## config.mk

```make
export PLATFORM = sky130hd
export DESIGN_NAME = mic_decimator
export DESIGN_NICKNAME = d
export VERILOG_FILES = /design/src/rtl/mic_decimator.sv
export SDC_FILE = /design/constraint.sdc
export NUM_CORES = 1
export LEC_CHECK = 0
export BUFFER_PORTS_ARGS = -buffer_cell sky130_fd_sc_hd__clkbuf_2
export CORE_MARGIN = 2
export CORE_UTILIZATION = 45
export DETAILED_ROUTE_END_ITERATION = 8
export PLACE_DENSITY_LB_ADDON = 0.12
export SYNTH_ARGS = -nofsm -noshare
export SYNTH_HDL_FRONTEND = slang
export SYNTH_SLANG_ARGS = --single-unit
```

## constraint.sdc

```tcl
create_clock -name clk -period 8.5 [get_ports clk]
set_input_delay 0.425 -clock clk [delete_from_list [all_inputs] [get_ports clk]]
set_output_delay 0.425 -clock clk [all_outputs]
set_load 0.005 [all_outputs]
```

## src/rtl/mic_decimator.sv

```systemverilog
// mic_decimator -- block-sum decimator for a signed microphone sample stream.
//
// Accumulates `ratio` accepted samples (ratio==0 is treated as 1) into a
// guard-extended accumulator. At block end it applies a rounded arithmetic
// right shift, saturates the result to DATA_W bits and presents it on a
// registered valid/ready output. An irq pulse marks each new result.
//
// Ports:
//   clk, rst        clock, synchronous active-high reset
//   enable          decimation enable; low discards any partial block
//   ratio           samples per output (latched at block start)
//   shift           rounding right-shift, values above GUARD_W clamp to GUARD_W
//   mic_dir_data    signed input sample
//   mic_dir_rdy     one-cycle strobe qualifying mic_dir_data
//   out_audio       decimated signed sample, registered
//   out_valid       out_audio holds an unconsumed result
//   out_ready       consumer accepts out_audio while out_valid is high
//   irq             one-cycle pulse per new result
//   overrun         sticky flag: an unconsumed result was overwritten
//   clr_ovr         clears overrun (a simultaneous set wins)
module mic_decimator #(
  parameter int unsigned DATA_W  = 24,
  parameter int unsigned RATIO_W = 4,
  parameter int unsigned GUARD_W = 4
) (
  input  logic               clk,
  input  logic               rst,
  input  logic               enable,
  input  logic [RATIO_W-1:0] ratio,
  input  logic [2:0]         shift,
  input  logic [DATA_W-1:0]  mic_dir_data,
  input  logic               mic_dir_rdy,
  output logic [DATA_W-1:0]  out_audio,
  output logic               out_valid,
  input  logic               out_ready,
  output logic               irq,
  output logic               overrun,
  input  logic               clr_ovr
);

  localparam int unsigned AW = DATA_W + GUARD_W;

  // Saturation bounds expressed at the rounding width (AW+1 bits).
  localparam logic signed [AW:0] SAT_MAX = {{(GUARD_W + 2){1'b0}}, {(DATA_W - 1){1'b1}}};
  localparam logic signed [AW:0] SAT_MIN = {{(GUARD_W + 2){1'b1}}, {(DATA_W - 1){1'b0}}};

  logic signed [AW-1:0] acc;
  logic signed [AW-1:0] acc_new;
  logic signed [AW-1:0] sample_x;
  logic [RATIO_W-1:0]   count;
  logic [RATIO_W-1:0]   r_eff;
  logic [RATIO_W-1:0]   ratio_in;
  logic [RATIO_W-1:0]   r_cur;
  logic                 accept;
  logic                 last;
  logic                 load;
  int unsigned          sh;
  logic signed [AW:0]   sum_x;
  logic signed [AW:0]   half;
  logic signed [AW:0]   rounded;
  logic [DATA_W-1:0]    result;

  // Block bookkeeping. At count==0 the block length comes straight from the
  // ratio input so a one-sample block completes on the same strobe.
  always_comb begin
    accept   = enable && mic_dir_rdy;
    sample_x = {{GUARD_W{mic_dir_data[DATA_W-1]}}, mic_dir_data};
    ratio_in = (ratio == '0) ? RATIO_W'(1) : ratio;
    r_cur    = (count == '0) ? ratio_in : r_eff;
    last     = (count == r_cur - RATIO_W'(1));
    load     = accept && last;
    acc_new  = (count == '0) ? sample_x : acc + sample_x;
  end

  // Round-half-up arithmetic shift, then saturate. One extra bit of headroom
  // keeps the rounding addend from wrapping a near-full-scale sum.
  always_comb begin
    sh = 32'(shift);
    if (sh > GUARD_W) sh = GUARD_W;
    sum_x = {acc_new[AW-1], acc_new};
    half  = '0;
    if (sh != 0) half = $signed({{AW{1'b0}}, 1'b1}) <<< (sh - 1);
    rounded = (sum_x + half) >>> sh;
    if (rounded > SAT_MAX)      result = SAT_MAX[DATA_W-1:0];
    else if (rounded < SAT_MIN) result = SAT_MIN[DATA_W-1:0];
    else                        result = rounded[DATA_W-1:0];
  end

  always_ff @(posedge clk) begin
    if (rst) begin
      acc       <= '0;
      count     <= '0;
      r_eff     <= RATIO_W'(1);
      out_audio <= '0;
      out_valid <= 1'b0;
      irq       <= 1'b0;
      overrun   <= 1'b0;
    end else begin
      irq <= load;

      if (!enable) begin
        count <= '0;
        acc   <= '0;
      end else if (accept) begin
        acc <= acc_new;
        if (count == '0) r_eff <= ratio_in;
        count <= last ? '0 : count + RATIO_W'(1);
      end

      if (load) begin
        out_audio <= result;
        out_valid <= 1'b1;
      end else if (out_valid && out_ready) begin
        out_valid <= 1'b0;
      end

      if (load && out_valid && !out_ready) overrun <= 1'b1;
      else if (clr_ovr)                    overrun <= 1'b0;
    end
  end

endmodule

```

# --- Word level (Yosys, flattened, before mapping) ---
# Cells that the tools add are included.
op_classes:
  addsub: 5
  n_mul: 0
  div_mod_pow: 0
  order_cmp: 3
  n_eq_ne: 1
  shift: 2
  n_mux: 12
  bitwise: 1
  n_reduce_logical: 13
ops:
  columns: ["op", "n"]
  rows:
  - ["two-way mux 24 bit", 2]
  - ["nonzero test 32 bit", 1]
  - ["<<< shifter 2 x 32 -> 29 bit, first input constant", 1]
  - [">>> shifter 29 x 32 -> 29 bit", 1]
  - ["subtractor 32 x 1 -> 32 bit, second input constant", 1]
  - ["adder 28 x 29 -> 29 bit", 1]
  - ["> comparator 29 x 24 -> 1 bit, second input constant", 1]
  - ["< comparator 29 x 24 -> 1 bit, second input constant", 1]
  - ["two-way mux 29 bit", 1]
  - ["adder 28 x 24 -> 28 bit", 1]
  - ["two-way mux 28 bit", 1]
  - ["two-way mux 4 bit", 3]
  - ["zero test 4 bit", 2]
  - ["logical AND 1 bit", 5]
  - ["adder 4 x 1 -> 4 bit, second input constant", 1]
  - ["== test 4 bit", 1]
  - ["two-way mux 1 bit", 4]
  - ["nonzero test 2 bit", 2]
  - ["subtractor 4 x 1 -> 4 bit, second input constant", 1]
  - ["> comparator 3 bit, second input constant", 1]
  - ["two-way mux 3 bit", 1]
  - ["AND reduction 2 bit", 1]
  - ["OR reduction 2 bit", 1]
  - ["zero test 1 bit", 1]
  - ["NOT 1 bit", 1]
totals:
  reg_bits: 63
  latch_bits: 0
  mem_bits_rw: 0
  mem_bits_ro: 0
  input_bits: 37
  out_inout_bits: 27
  elab_cells: 44
  n_memories: 0

# --- Logic depth before layout (Yosys ltp) ---
# Gate-level depths: netlist (run 1).
depth:
  word_depth: 10
  ltp_mapped: 28
  mapped_depth_nobuf: 24

# --- Least setup slack after synthesis (run 1) ---
# No wires, ideal clock.
synth_path:
  path_type: "reg-to-reg"
  startpoint: "reg count[0]"
  endpoint: "reg out_audio[10]"
  setup_ps: 142
  arrival_time_ps: 5879
  required_ps: 8358
  path_slack_ps: 2479
  stages_incl_launch_ff: 28
  n_path_buf: 5
  synth_period_minus_slack_ps: 6021
  path_cell_list: "dfxtp_1 -> inv_1 -> ha_1 -> nor3b_1 -> buf_2 -> buf_1 -> clkbuf_1 -> buf_1 -> nand2_1 -> nand2_1 -> ha_1 -> fa_1 -> a21o_1 -> a21oi_1 -> o21bai_1 -> a31oi_1 -> a2111oi_2 -> a2bb2oi_1 -> o211ai_2 -> o311ai_4 -> a32o_1 -> nor2_1 -> a311o_1 -> a211oi_2 -> o2111ai_1 -> a21oi_2 -> buf_2 -> a211oi_1"
synth_between:
  elab_chain_len: 7
  word_cells_on_any_way: 12
  classes_between: "add/sub (2); order compare (2); eq/ne (1); shift (1); mux (4); reduce/logical (2)"
synth_lines:
  columns: ["element", "line_no", "text"]
  rows:
  - ["start, declared", "50", "logic [RATIO_W-1:0] count;"]
  - ["start signal, assigned", "107", "count <= last ? '0 : count + RATIO_W'(1);"]
  - ["zero test 4 bit *", "72", "acc_new = (count == '0) ? sample_x : acc + sample_x;"]
  - ["two-way mux 28 bit *", "72", null]
  - ["via acc_new[0]", "48", "logic signed [AW-1:0] acc_new;"]
  - ["adder 28 x 29 -> 29 bit *", "83", "rounded = (sum_x + half) >>> sh;"]
  - [">>> shifter 29 x 32 -> 29 bit *", "83", null]
  - ["< comparator 29 x 24 -> 1 bit", "85", "else if (rounded < SAT_MIN) result = SAT_MIN[DATA_W-1:0];"]
  - ["two-way mux 24 bit", "85", null]
  - ["two-way mux 24 bit *", "84", "if (rounded > SAT_MAX) result = SAT_MAX[DATA_W-1:0];"]
  - ["end signal, assigned", "111", "out_audio <= result;"]
  - ["end, declared", "33", "output logic [DATA_W-1:0] out_audio,"]
# Mark *: on every way through the listed nets, which the timed path passes. The rest lies on a longest branch.
# A chain may end at the register's enable or synchronous reset.

# --- Worst setup path after layout (run 1) ---
layout_path:
  startpoint: "in shift[2]"
  endpoint: "reg out_audio[1]"
layout_between:
  elab_chain_len: 10
  word_cells_on_any_way: 12
  classes_between: "add/sub (2); order compare (3); shift (2); mux (4); reduce/logical (1)"
layout_lines:
  columns: ["element", "line_no", "text"]
  rows:
  - ["start, declared", "30", "input logic [2:0] shift,"]
  - ["> comparator 3 bit", "79", "if (sh > GUARD_W) sh = GUARD_W;"]
  - ["two-way mux 3 bit *", "79", null]
  - ["subtractor 32 x 1 -> 32 bit", "82", "if (sh != 0) half = $signed({{AW{1'b0}}, 1'b1}) <<< (sh - 1);"]
  - ["<<< shifter 2 x 32 -> 29 bit", "82", null]
  - ["two-way mux 29 bit", "82", null]
  - ["adder 28 x 29 -> 29 bit", "83", null]
  - [">>> shifter 29 x 32 -> 29 bit *", "83", null]
  - ["< comparator 29 x 24 -> 1 bit", "85", null]
  - ["two-way mux 24 bit", "85", null]
  - ["two-way mux 24 bit *", "84", null]
# Mark *: on every way between the ends. The rest lies on a longest branch, timed or not.

==> results of run 1 <==
cell usage in the layout (no fill, tap or decap), types with 4 or more instances in the layout:
master,count
nand4b_1,5
a21oi_1,67
nor3_1,16
ha_1,57
clkbuf_2,63
o21ai_1,8
xor2_1,20
o21ai_0,42
nand2_1,130
o21bai_1,7
and3_1,8
nand2b_1,10
inv_1,19
nor2b_1,4
and2_1,6
nand4_1,11
conb_1,17
a211oi_1,42
xnor2_1,23
a21o_1,28
a31oi_1,6
clkbuf_16,9
o211ai_1,19
o2111ai_1,4
dfxtp_1,63
mux2i_1,24
a32oi_1,5
a211o_1,7
nand3_1,21
or3_1,5
o31ai_1,7
mux2_2,5
buf_4,7
nor2_1,110
a311oi_1,10
a211oi_2,9
o21a_1,14
critical path: cells and delay by family:
family                     cells  cell delay (ns)
and+or+nand+nor                4             0.63
AOI/OAI and AO/OA             14             4.09
adders and majority gates      4             1.04
buffers and inverters          2             0.67
power by group:
part | switching [mW] | total (mW) | leakage (nW) | internal (mW)
Combinational | 0.306 | 0.491 | 2.73 | 0.186
Clock | 0.144 | 0.385 | 0.145 | 0.241
Sequential | 0.00621 | 0.313 | 0.512 | 0.307
flip-flops by register name, indices dropped and copies added, names as in the netlist:
| signal | flops |
|---|---|
| out_audio | 24 |
| irq | 1 |
| r_eff | 4 |
| acc | 28 |
| out_valid | 1 |
| overrun | 1 |
| count | 4 |
routing by layer:
layer  wire length (microns)  track usage, %  vias up
met1                    8920           31.64     3247
li1                        -               -     3563
met3                     692           3.867       20
met2                    9464           41.80      118
met4                     294           6.658        0
met5                       0               0        -
cell families (layout without fill, tap and decap cells):
| family | Yosys count | in the layout | synth area share, % |
|---|---|---|---|
| xor gates and xnor gates | 44 | 44 | 5.637 |
| other | 1 | 17 | 0.05381 |
| adders and majority gates | 59 | 59 | 10.81 |
| DFF | 63 | 63 | 18.10 |
| buffers and inverters | 76 | 108 | 4.596 |
| muxes | 29 | 29 | 4.255 |
| and+or+nand+nor | 348 | 348 | 22.53 |
| AOI/OAI and AO/OA | 320 | 320 | 34.02 |
through the flow:
stage          cells  total power [mW]
2_1_floorplan    956            0.6995
4_1_cts         1176             1.191
3_5_place_dp    1161            0.8035
5_1_grt         1176             1.271
6_report        1176             1.189
3_3_place_gp    1161            0.8039
area by class of cell:
cell class | instances | area share (%)
clock buffer | 12 | 3.328
clock inverter | 3 | 0.5519
inverter | 23 | 1.120
multi-input combinational | 817 | 70.81
sequential | 63 | 16.36
tap | 188 | 3.052
timing repair buffer | 70 | 4.773
worst max-delay path by stage:
stage                         from       endpoint  slack [ns]  cells past startpoint
after floorplan           count[0]  out_audio[10]        2.48                     27
final                     shift[2]   out_audio[1]        1.79                     24
after global placement    shift[2]  out_audio[15]        1.67                     24
after detailed placement  shift[0]   out_audio[1]        1.51                     25
after CTS                 shift[2]   out_audio[1]        1.85                     24
after global routing      shift[2]  out_audio[10]        1.21                     24
==> results.sh, run 1 <==
export IMPL_antenna_found_initial=0
export IMPL_drv_cap=0
export IMPL_worstSetupPathType="in -> reg"
export IMPL_p_leak_nw=3.388
export IMPL_grt_util_all_layers_pct=24.31
export IMPL_fin_setup_tns_ns=0
export IMPL_finalHoldWorstSlack_ns=0.3472
export IMPL_r2r_end="out_audio[1]"
export IMPL_endpoint_kind="register"
export IMPL_wl_microns=19370
export IMPL_final_hold_viol_count=0
export IMPL_die_area_sq_um=16500
export IMPL_worst_slack_ns=1.793
export IMPL_stdcell_area_sq_um=7707
export IMPL_crit_required_ns=8.66
export IMPL_fin_skew_ns=0.009185
export IMPL_synth_largest_area_cell="dfxtp_1"
export IMPL_vias_per_cell=5.908
export IMPL_die_y_microns=128.4
export IMPL_power_density_nw_per_um2=154.3
export IMPL_start_kind="primary input"
export IMPL_cts_sink_count=63
export IMPL_synthCells=940
export IMPL_syn_avg_cell_area_sq_um=7.414
export IMPL_hold_path_class="in -> reg"
export IMPL_cp_data_arrival_time_ns=6.87
export IMPL_port_buffers=63
export IMPL_diodes=0
export IMPL_critPathMaxStageDelay_ns=0.90
export IMPL_ff_latch_area_sq_um=1261
export IMPL_final_nets=1080
export IMPL_r2r_start="acc[0]"
export IMPL_fill_cells=1492
export IMPL_ys_warnings_count=0
export IMPL_post_cts_buffers=0
export IMPL_routabilityCongestion=0.8594
export IMPL_slew_headroom_pct=21.15
export IMPL_drc=0
export IMPL_async_flop_share_pct=0
export IMPL_r2r_cells=21
export IMPL_rows=45
export IMPL_synth_enable_flop_cells=0
export IMPL_synth_area_sq_um=6969
export IMPL_ys_flop_type="dfxtp_1"
export IMPL_first_iter_violations=467
export IMPL_io_pins=64
export IMPL_final_period_utilization_pct=78.91
export IMPL_grt_max_degree=55
export IMPL_yosys_top_cells_count="nand2_1, nor2_1, a21oi_1, dfxtp_1, ha_1"
export IMPL_wl_per_cell_microns=16.47
export IMPL_synth_area_leaders="dfxtp_1, ha_1, nand2_1"
export IMPL_clk_pin_slew_ns=0.05
export IMPL_cts_resized=0
export IMPL_clockBufferDepth=2
export IMPL_hold_buffers=0
export IMPL_multi_input_area_sq_um=5458
export IMPL_worstPathMaxFanout=39
export IMPL_setup_violations=0
export IMPL_rsz0062_at_grt="no"
export IMPL_cts_tree="done"
export IMPL_cpMaxStageDelayCell="a21oi_2"
export IMPL_ir_drop_uv=101.5
export IMPL_outcome="completed"
export IMPL_drt_first_pass_iters=5
export IMPL_ys_types=86
export IMPL_clk_latency_ns=0.35
export IMPL_fin_util_pct=50.89
export IMPL_grt_ovfl_total=0
export IMPL_die_w_microns=128.4
export IMPL_ys_seq_area_share_pct=18.10
export IMPL_r2r_setup_slack_ns=2.18
export IMPL_grt_pass1_vias=6597
export IMPL_synth_top_cell_area_share_pct=18.10
export IMPL_place_ws_ns=1.514
export IMPL_worst_pin_slew_ns=1.183
export IMPL_critical_path_cell_chain="clkbuf_2 -> nor2_1 -> inv_2 -> ha_1 -> ha_1 -> nand2b_1 -> nor2_1 -> ha_1 -> fa_1 -> a21o_1 -> a21oi_1 -> o21bai_1 -> a31oi_1 -> a2111oi_2 -> a2bb2oi_1 -> o211ai_2 -> o311ai_4 -> a32o_1 -> nor2_1 -> a311o_1 -> a211oi_2 -> o2111ai_1 -> a21oi_2 -> a211oi_1"
export IMPL_coreArea_sq_um=15150
export IMPL_h_tree_depth=3
export IMPL_yosys_cell_count_top_type="nand2_1"
export IMPL_fmax_mhz=149.1
export IMPL_grt_pass1_wl_microns=32530
export IMPL_drive_above_1_share_pct=12.85
export IMPL_placed_area_sq_um=7408
export IMPL_min_period_ns=6.707
export IMPL_syn2layout_area_growth_pct=10.59
export IMPL_min_delay_path_depth=4
export IMPL_hold_start="clr_ovr"
export IMPL_hpwl_microns=14700
export IMPL_postRouteAntennaNets=0
export IMPL_numCtsBuffers=9
export IMPL_num_vias=6948
export IMPL_ys_seq_elements=63
export IMPL_holdPathEnd="overrun"
export IMPL_cts_root_buf="clkbuf_16"
export IMPL_drv_slew=0
export IMPL_initial_utilization_pct=46.01
(Power assumes the default switching activity.)
==> inputs of run 2 (changes only) <==
ABC_AREA = 1   (was not set)
clock period = 5.9 ns   (was 8.5 ns; I/O delays follow)
==> results.sh, run 2 <==
export IMPL_final_common_cell="nand2_1"
export IMPL_wl_per_cell_microns=13.50
export IMPL_postRouteAntennaNets=0
export IMPL_ys_seq_elements=63
export IMPL_grt_util_all_layers_pct=24.49
export IMPL_grt_max_degree=30
export IMPL_ys_types=54
export IMPL_critPathMaxStageDelay_ns=0.47
export IMPL_fill_cells=1813
export IMPL_path_common_cell="nand3_1"
export IMPL_die_y_microns=135.1
export IMPL_hpwl_microns=17460
export IMPL_crit_required_ns=6.11
export IMPL_layout_common_cells="nand2_1, inv_1, nand3_1"
export IMPL_grt_pass1_vias=7430
export IMPL_drv_slew=0
export IMPL_top_regs="acc: 28 flops, out_audio: 24 flops"
export IMPL_pwr_share_seq_pct=27.3
export IMPL_cts_sink_count=63
export IMPL_p_int_uw=996.7
export IMPL_cts_tree="done"
export IMPL_synth_enable_flop_cells=0
export IMPL_synth_top_cell_area_share_pct=17.72
export IMPL_endpoint_kind="register"
export IMPL_outcome="completed"
export IMPL_die_area_sq_um=18240
export IMPL_num_vias=8010
export IMPL_async_flop_share_pct=0
export IMPL_io_pins=64
export IMPL_grt_ovfl_total=0
export IMPL_fmax_mhz=213.0
export IMPL_grt_pass1_wl_microns=35870
export IMPL_power_density_nw_per_um2=192.7
export IMPL_yosys_top_cells_count="nand2_1, inv_1, nand3_1, nor2_1, o21ai_0"
export IMPL_ys_seq_area_share_pct=16.32
export IMPL_start_kind="register"
export IMPL_synthCells=1305
export IMPL_min_period_ns=4.696
export IMPL_hold_buffers=0
export IMPL_synth_area_sq_um=7730
export IMPL_yosys_cell_count_top_type="nand2_1"
export IMPL_drc=0
export IMPL_worst_pin_slew_ns=0.9207
export IMPL_placed_area_sq_um=8289
export IMPL_worstSetupPathType="reg -> reg"
export IMPL_final_nets=1466
export IMPL_hold_path_class="in -> reg"
export IMPL_post_cts_buffers=0
export IMPL_switchingPower_uw=656.7
export IMPL_clk_pin_slew_ns=0.06
export IMPL_synth_largest_area_cell="nand2_1"
export IMPL_drt_first_pass_iters=6
export IMPL_cts_root_buf="clkbuf_16"
export IMPL_clkPwrFrac_pct=32.5
export IMPL_share_comb_of_total_power_pct=40.3
export IMPL_coreArea_sq_um=16700
export IMPL_clk_latency_ns=0.34
export IMPL_worstPathMaxFanout=23
export IMPL_cpMaxStageDelayCell="fa_1"
export IMPL_worst_slack_ns=1.204
export IMPL_slew_headroom_pct=38.55
export IMPL_final_period_utilization_pct=79.59
export IMPL_largest_reg_flops=28
export IMPL_swShare_pct=39.72
export IMPL_syn_avg_cell_area_sq_um=5.923
export IMPL_ir_drop_uv=143.4
export IMPL_p_leak_nw=4.673
export IMPL_place_ws_ns=1.020
export IMPL_routabilityCongestion=0.9084
export IMPL_ys_warnings_count=0
export IMPL_vias_per_cell=5.022
export IMPL_ys_flop_type="dfxtp_1"
export IMPL_final_hold_viol_count=0
export IMPL_drive_above_1_share_pct=18.40
export IMPL_clockBufferDepth=2
export IMPL_first_iter_violations=507
export IMPL_h_tree_depth=3
export IMPL_total_power_mw=1.653
export IMPL_rsz0062_at_grt="no"
export IMPL_wl_microns=21530
export IMPL_stdcell_area_sq_um=8579
export IMPL_diodes=0
export IMPL_port_buffers=63
export IMPL_die_w_microns=135.1
export IMPL_fin_skew_ns=0.008298
export IMPL_largest_register="acc"
export IMPL_drv_cap=0
export IMPL_numCtsBuffers=9
export IMPL_rows=47
export IMPL_antenna_found_initial=0
export IMPL_setup_violations=0
export IMPL_initial_utilization_pct=46.28
export IMPL_cp_data_arrival_time_ns=4.91
export IMPL_syn2layout_area_growth_pct=10.99
export IMPL_fin_setup_tns_ns=0
export IMPL_cts_resized=0
export IMPL_synth_area_leaders="nand2_1, dfxtp_1, ha_1"
run 2: cells by family (layout without fill, tap and decap cells):
group	Yosys count	after routing	share of synthesized area [%]
simple gates	684	684	41.07
mux	2	2	0.2590
xor+xnor	28	28	3.172
other cells	1	17	0.04851
fa+ha+maj	59	59	9.744
compound gates	218	218	16.62
buf+inv	250	304	12.77
flops	63	63	16.32
run 2: stage by stage:
stage	utilization [%]	instances	hold slack, ns
3_5_place_dp	49.63	1579	0.4537
4_1_cts	51.37	1595	0.1525
2_1_floorplan	-	1321	0.3641
3_3_place_gp	49.63	1579	0.4467
5_1_grt	51.37	1595	0.1631
6_report	51.37	1595	0.1586
run 2: worst max-delay path: cells and delay by family, from the launching register on:
family                   cells  cell delay (ns)
AO/OA/AOI/OAI                4             0.63
adder cells (fa/ha/maj)      3             1.02
buffers and inverters        4             0.62
AND/OR/NAND/NOR             17             1.94
flip-flops                   1             0.31
run 2: layout make-up:
| type | count | area, sq um | area share (%) |
|---|---|---|---|
| clock buffers | 10 | 229.0 | 2.669 |
| multi-input cells | 1008 | 5545 | 64.63 |
| repair buffers | 75 | 405.4 | 4.725 |
| clock inverters | 6 | 61.31 | 0.7146 |
| well taps | 220 | 275.3 | 3.208 |
| flip-flops and latches | 63 | 1261 | 14.70 |
| inverters | 213 | 802.0 | 9.348 |
run 2: power by group through the flow:
stage                     sequential [mW]  combinational [mW]  clock [mW]
after floorplan                     0.458               0.520           0
after global placement              0.460               0.653           0
after detailed placement            0.460               0.655           0
after CTS                           0.451               0.658       0.549
after global routing                0.452               0.760       0.564
final                               0.451               0.666       0.537
run 2: metal layers:
layer  part of all wire (%)  up-vias  GRT usage (%)
li1                       -     4305              -
met1                     49     3539          32.74
met2                     45      139          41.23
met3                    4.0       27          3.679
met4                    2.0        0          6.481
met5                      0        -              0
run 2: worst paths after layout:
kind,startpoint,cells after the start,slack [ns],to
worst min register to register,out_audio[23],2,0.47,out_audio[23]
worst max register to register,acc[0],28,1.20,out_audio[1]
worst min-delay path,clr_ovr,2,0.16,overrun
worst max-delay path,acc[0],28,1.20,out_audio[1]
==> inputs of run 3 (changes only) <==
ABC_AREA = 0   (was 1)
clock period = 4.3 ns   (was 5.9 ns; I/O delays follow)
==> results.sh, run 3 (synthesis gave the netlist of run 1 again) <==
export IMPL_clk_latency_ns=0.35
export IMPL_cts_root_buf="clkbuf_16"
export IMPL_final_period_utilization_pct=120.1
export IMPL_largest_register="acc"
export IMPL_syn2layout_area_growth_pct=44.20
export IMPL_endpoint_kind="register"
export IMPL_vias_per_cell=5.647
export IMPL_numCtsBuffers=9
export IMPL_fin_util_pct=66.35
export IMPL_cpMaxStageDelayCell="or4_1"
export IMPL_drv_slew=0
export IMPL_setup_violations=23
export IMPL_rsz0062_at_grt="yes"
export IMPL_startpoint="acc[0]"
export IMPL_antenna_found_initial=0
export IMPL_clk_pin_slew_ns=0.06
export IMPL_die_area_sq_um=16500
export IMPL_hpwl_microns=16630
export IMPL_grt_max_degree=55
export IMPL_h_tree_depth=3
export IMPL_start_kind="register"
export IMPL_critical_path_cell_chain="ha_4 -> fa_2 -> a211oi_4 -> o21ai_2 -> or4_1 -> nand3_2 -> inv_1 -> ha_1 -> and2_4 -> o311a_4 -> a211oi_4 -> nor3_4 -> o41ai_4 -> buf_4 -> xor2_2 -> nor3_2 -> a211oi_2 -> buf_4 -> o41ai_4 -> buf_6 -> buf_12 -> buf_16 -> nand2_4 -> a211oi_2"
export IMPL_holdPathEnd="overrun"
export IMPL_die_w_microns=128.4
export IMPL_drv_cap=0
export IMPL_drive_above_1_share_pct=35.13
export IMPL_worstSetupPathType="reg -> reg"
export IMPL_io_pins=64
export IMPL_cp_data_arrival_time_ns=5.41
export IMPL_fmax_mhz=193.6
export IMPL_grt_pass1_vias=7587
export IMPL_critPathMaxStageDelay_ns=0.43
export IMPL_postRouteAntennaNets=0
export IMPL_layout_common_cells="buf_4, nand2_1, nor2_1"
export IMPL_routabilityCongestion=0.8916
export IMPL_violations="setup timing"
export IMPL_power_density_nw_per_um2=283.3
export IMPL_crit_required_ns=4.54
export IMPL_hold_buffers=0
export IMPL_fin_setup_tns_ns=-18.47
export IMPL_worstPathMaxFanout=5
export IMPL_share_comb_of_total_power_pct=50.2
export IMPL_hold_start="clr_ovr"
export IMPL_grt_util_all_layers_pct=27.59
export IMPL_r2r_setup_slack_ns=-0.87
export IMPL_min_period_ns=5.166
export IMPL_path_buf_inv=6
export IMPL_port_buffers=63
export IMPL_top_regs="acc: 28 flops, out_audio: 24 flops"
export IMPL_fin_skew_ns=0.01104
export IMPL_crit_family="compound AO/OA/AOI/OAI gates"
export IMPL_worst_pin_slew_ns=0.8400
export IMPL_first_iter_violations=538
export IMPL_r2r_cells=24
export IMPL_rows=45
export IMPL_p_leak_nw=4.643
export IMPL_place_inst=1364
export IMPL_worst_slack_ns=-0.8658
export IMPL_final_common_cell="buf_4"
export IMPL_coreArea_sq_um=15150
export IMPL_final_nets=1315
export IMPL_largest_reg_flops=28
export IMPL_drt_first_pass_iters=5
export IMPL_min_delay_path_depth=4
export IMPL_multi_input_area_sq_um=5896
export IMPL_drc=0
export IMPL_r2r_end="out_audio[13]"
export IMPL_p_int_mw=1.789
export IMPL_wl_microns=23140
export IMPL_outcome="finished with violations"
export IMPL_final_cells=1412
export IMPL_swShare_pct=37.17
export IMPL_hold_path_class="in -> reg"
export IMPL_num_vias=7974
export IMPL_clockBufferDepth=2
export IMPL_initial_utilization_pct=46.01
export IMPL_wl_per_cell_microns=16.39
export IMPL_grt_pass1_wl_microns=36550
export IMPL_stdcell_area_sq_um=10050
export IMPL_fill_cells=1308
export IMPL_switchingPower_mw=1.058
export IMPL_cts_tree="done"
export IMPL_place_ws_ns=-1.016
export IMPL_grt_ovfl_total=0
export IMPL_clkPwrFrac_pct=28.0
export IMPL_slew_headroom_pct=44.00
export IMPL_cts_sink_count=63
export IMPL_pwr_share_seq_pct=21.8
export IMPL_diodes=0
export IMPL_placed_area_sq_um=9041
export IMPL_r2r_start="acc[0]"
export IMPL_ir_drop_uv=238.4
export IMPL_die_y_microns=128.4
export IMPL_final_hold_viol_count=0
export IMPL_ff_latch_area_sq_um=1266
-- run 3: changes by cell type in the layout (fill, tap and decap cells not counted), moves of 22 or more --
cell and delta:
mux2i_1 +22, nand2_2 -32, o21ai_0 -40, a211oi_1 +30, nor2_1 +26, nand3_1 -68, a21o_1 +27, inv_1 -164
buf_4 +222, inv_2 -25, nand2_1 -247
-- run 3: worst max path at each step --
stage	endpoint	slack [ns]	cells past startpoint
4_1_cts	out_audio[21]	-0.89	23
3_3_place_gp	out_audio[21]	-0.94	24
6_report	out_audio[13]	-0.87	24
3_5_place_dp	out_audio[21]	-1.02	22
2_1_floorplan	out_audio[10]	-0.90	28
5_1_grt	out_audio[13]	-1.05	27
-- run 3: timing repair --
action | in CTS | in global routing
cloned | 3 | 0
endpoints found under the setup margin | 23 | 24
pin swaps | 17 | 20
resized for setup | 41 | 28
setup buffers | 27 | 4
-- run 3: stage by stage --
stage | hold WS (ns) | total power [mW]
final | 0.1405 | 2.847
after floorplan | 0.3094 | 1.404
after global placement | 0.4488 | 1.846
after CTS | 0.1375 | 2.782
after detailed placement | 0.4516 | 1.853
after global routing | 0.1739 | 3.008
-- run 3: power by group through the flow --
stage	registers, mW	logic [mW]	clock network, mW
2_1_floorplan	0.629	0.774	0
3_3_place_gp	0.631	1.21	0
3_5_place_dp	0.632	1.22	0
4_1_cts	0.620	1.35	0.814
5_1_grt	0.623	1.55	0.831
6_report	0.620	1.43	0.797
-- run 3: area by class of cell --
type	count	share of cell area [%]
tap	188	2.341
inverter	23	0.8715
multi-input combinational	817	58.67
timing repair buffer	305	22.35
clock buffer	12	2.652
clock inverter	4	0.5229
sequential	63	12.60
-- run 3: routing by layer --
layer	global-route usage (%)	share of wire [%]	wire length [microns]
met5	0	0	0
met4	7.175	2.0	457
met3	3.326	3.1	723
met2	51.25	51	11900
met1	33.62	43	10060
-- run 3: worst register-to-register path, delay by kind of cell, from the launching register on --
family / cells / cell delay, ns
and+or+nand+nor: 6 / 1.05
xor gates and xnor gates: 1 / 0.08
buffers and inverters: 6 / 0.84
adders and majority gates: 3 / 0.85
AOI/OAI and AO/OA: 8 / 1.92
DFF: 1 / 0.33
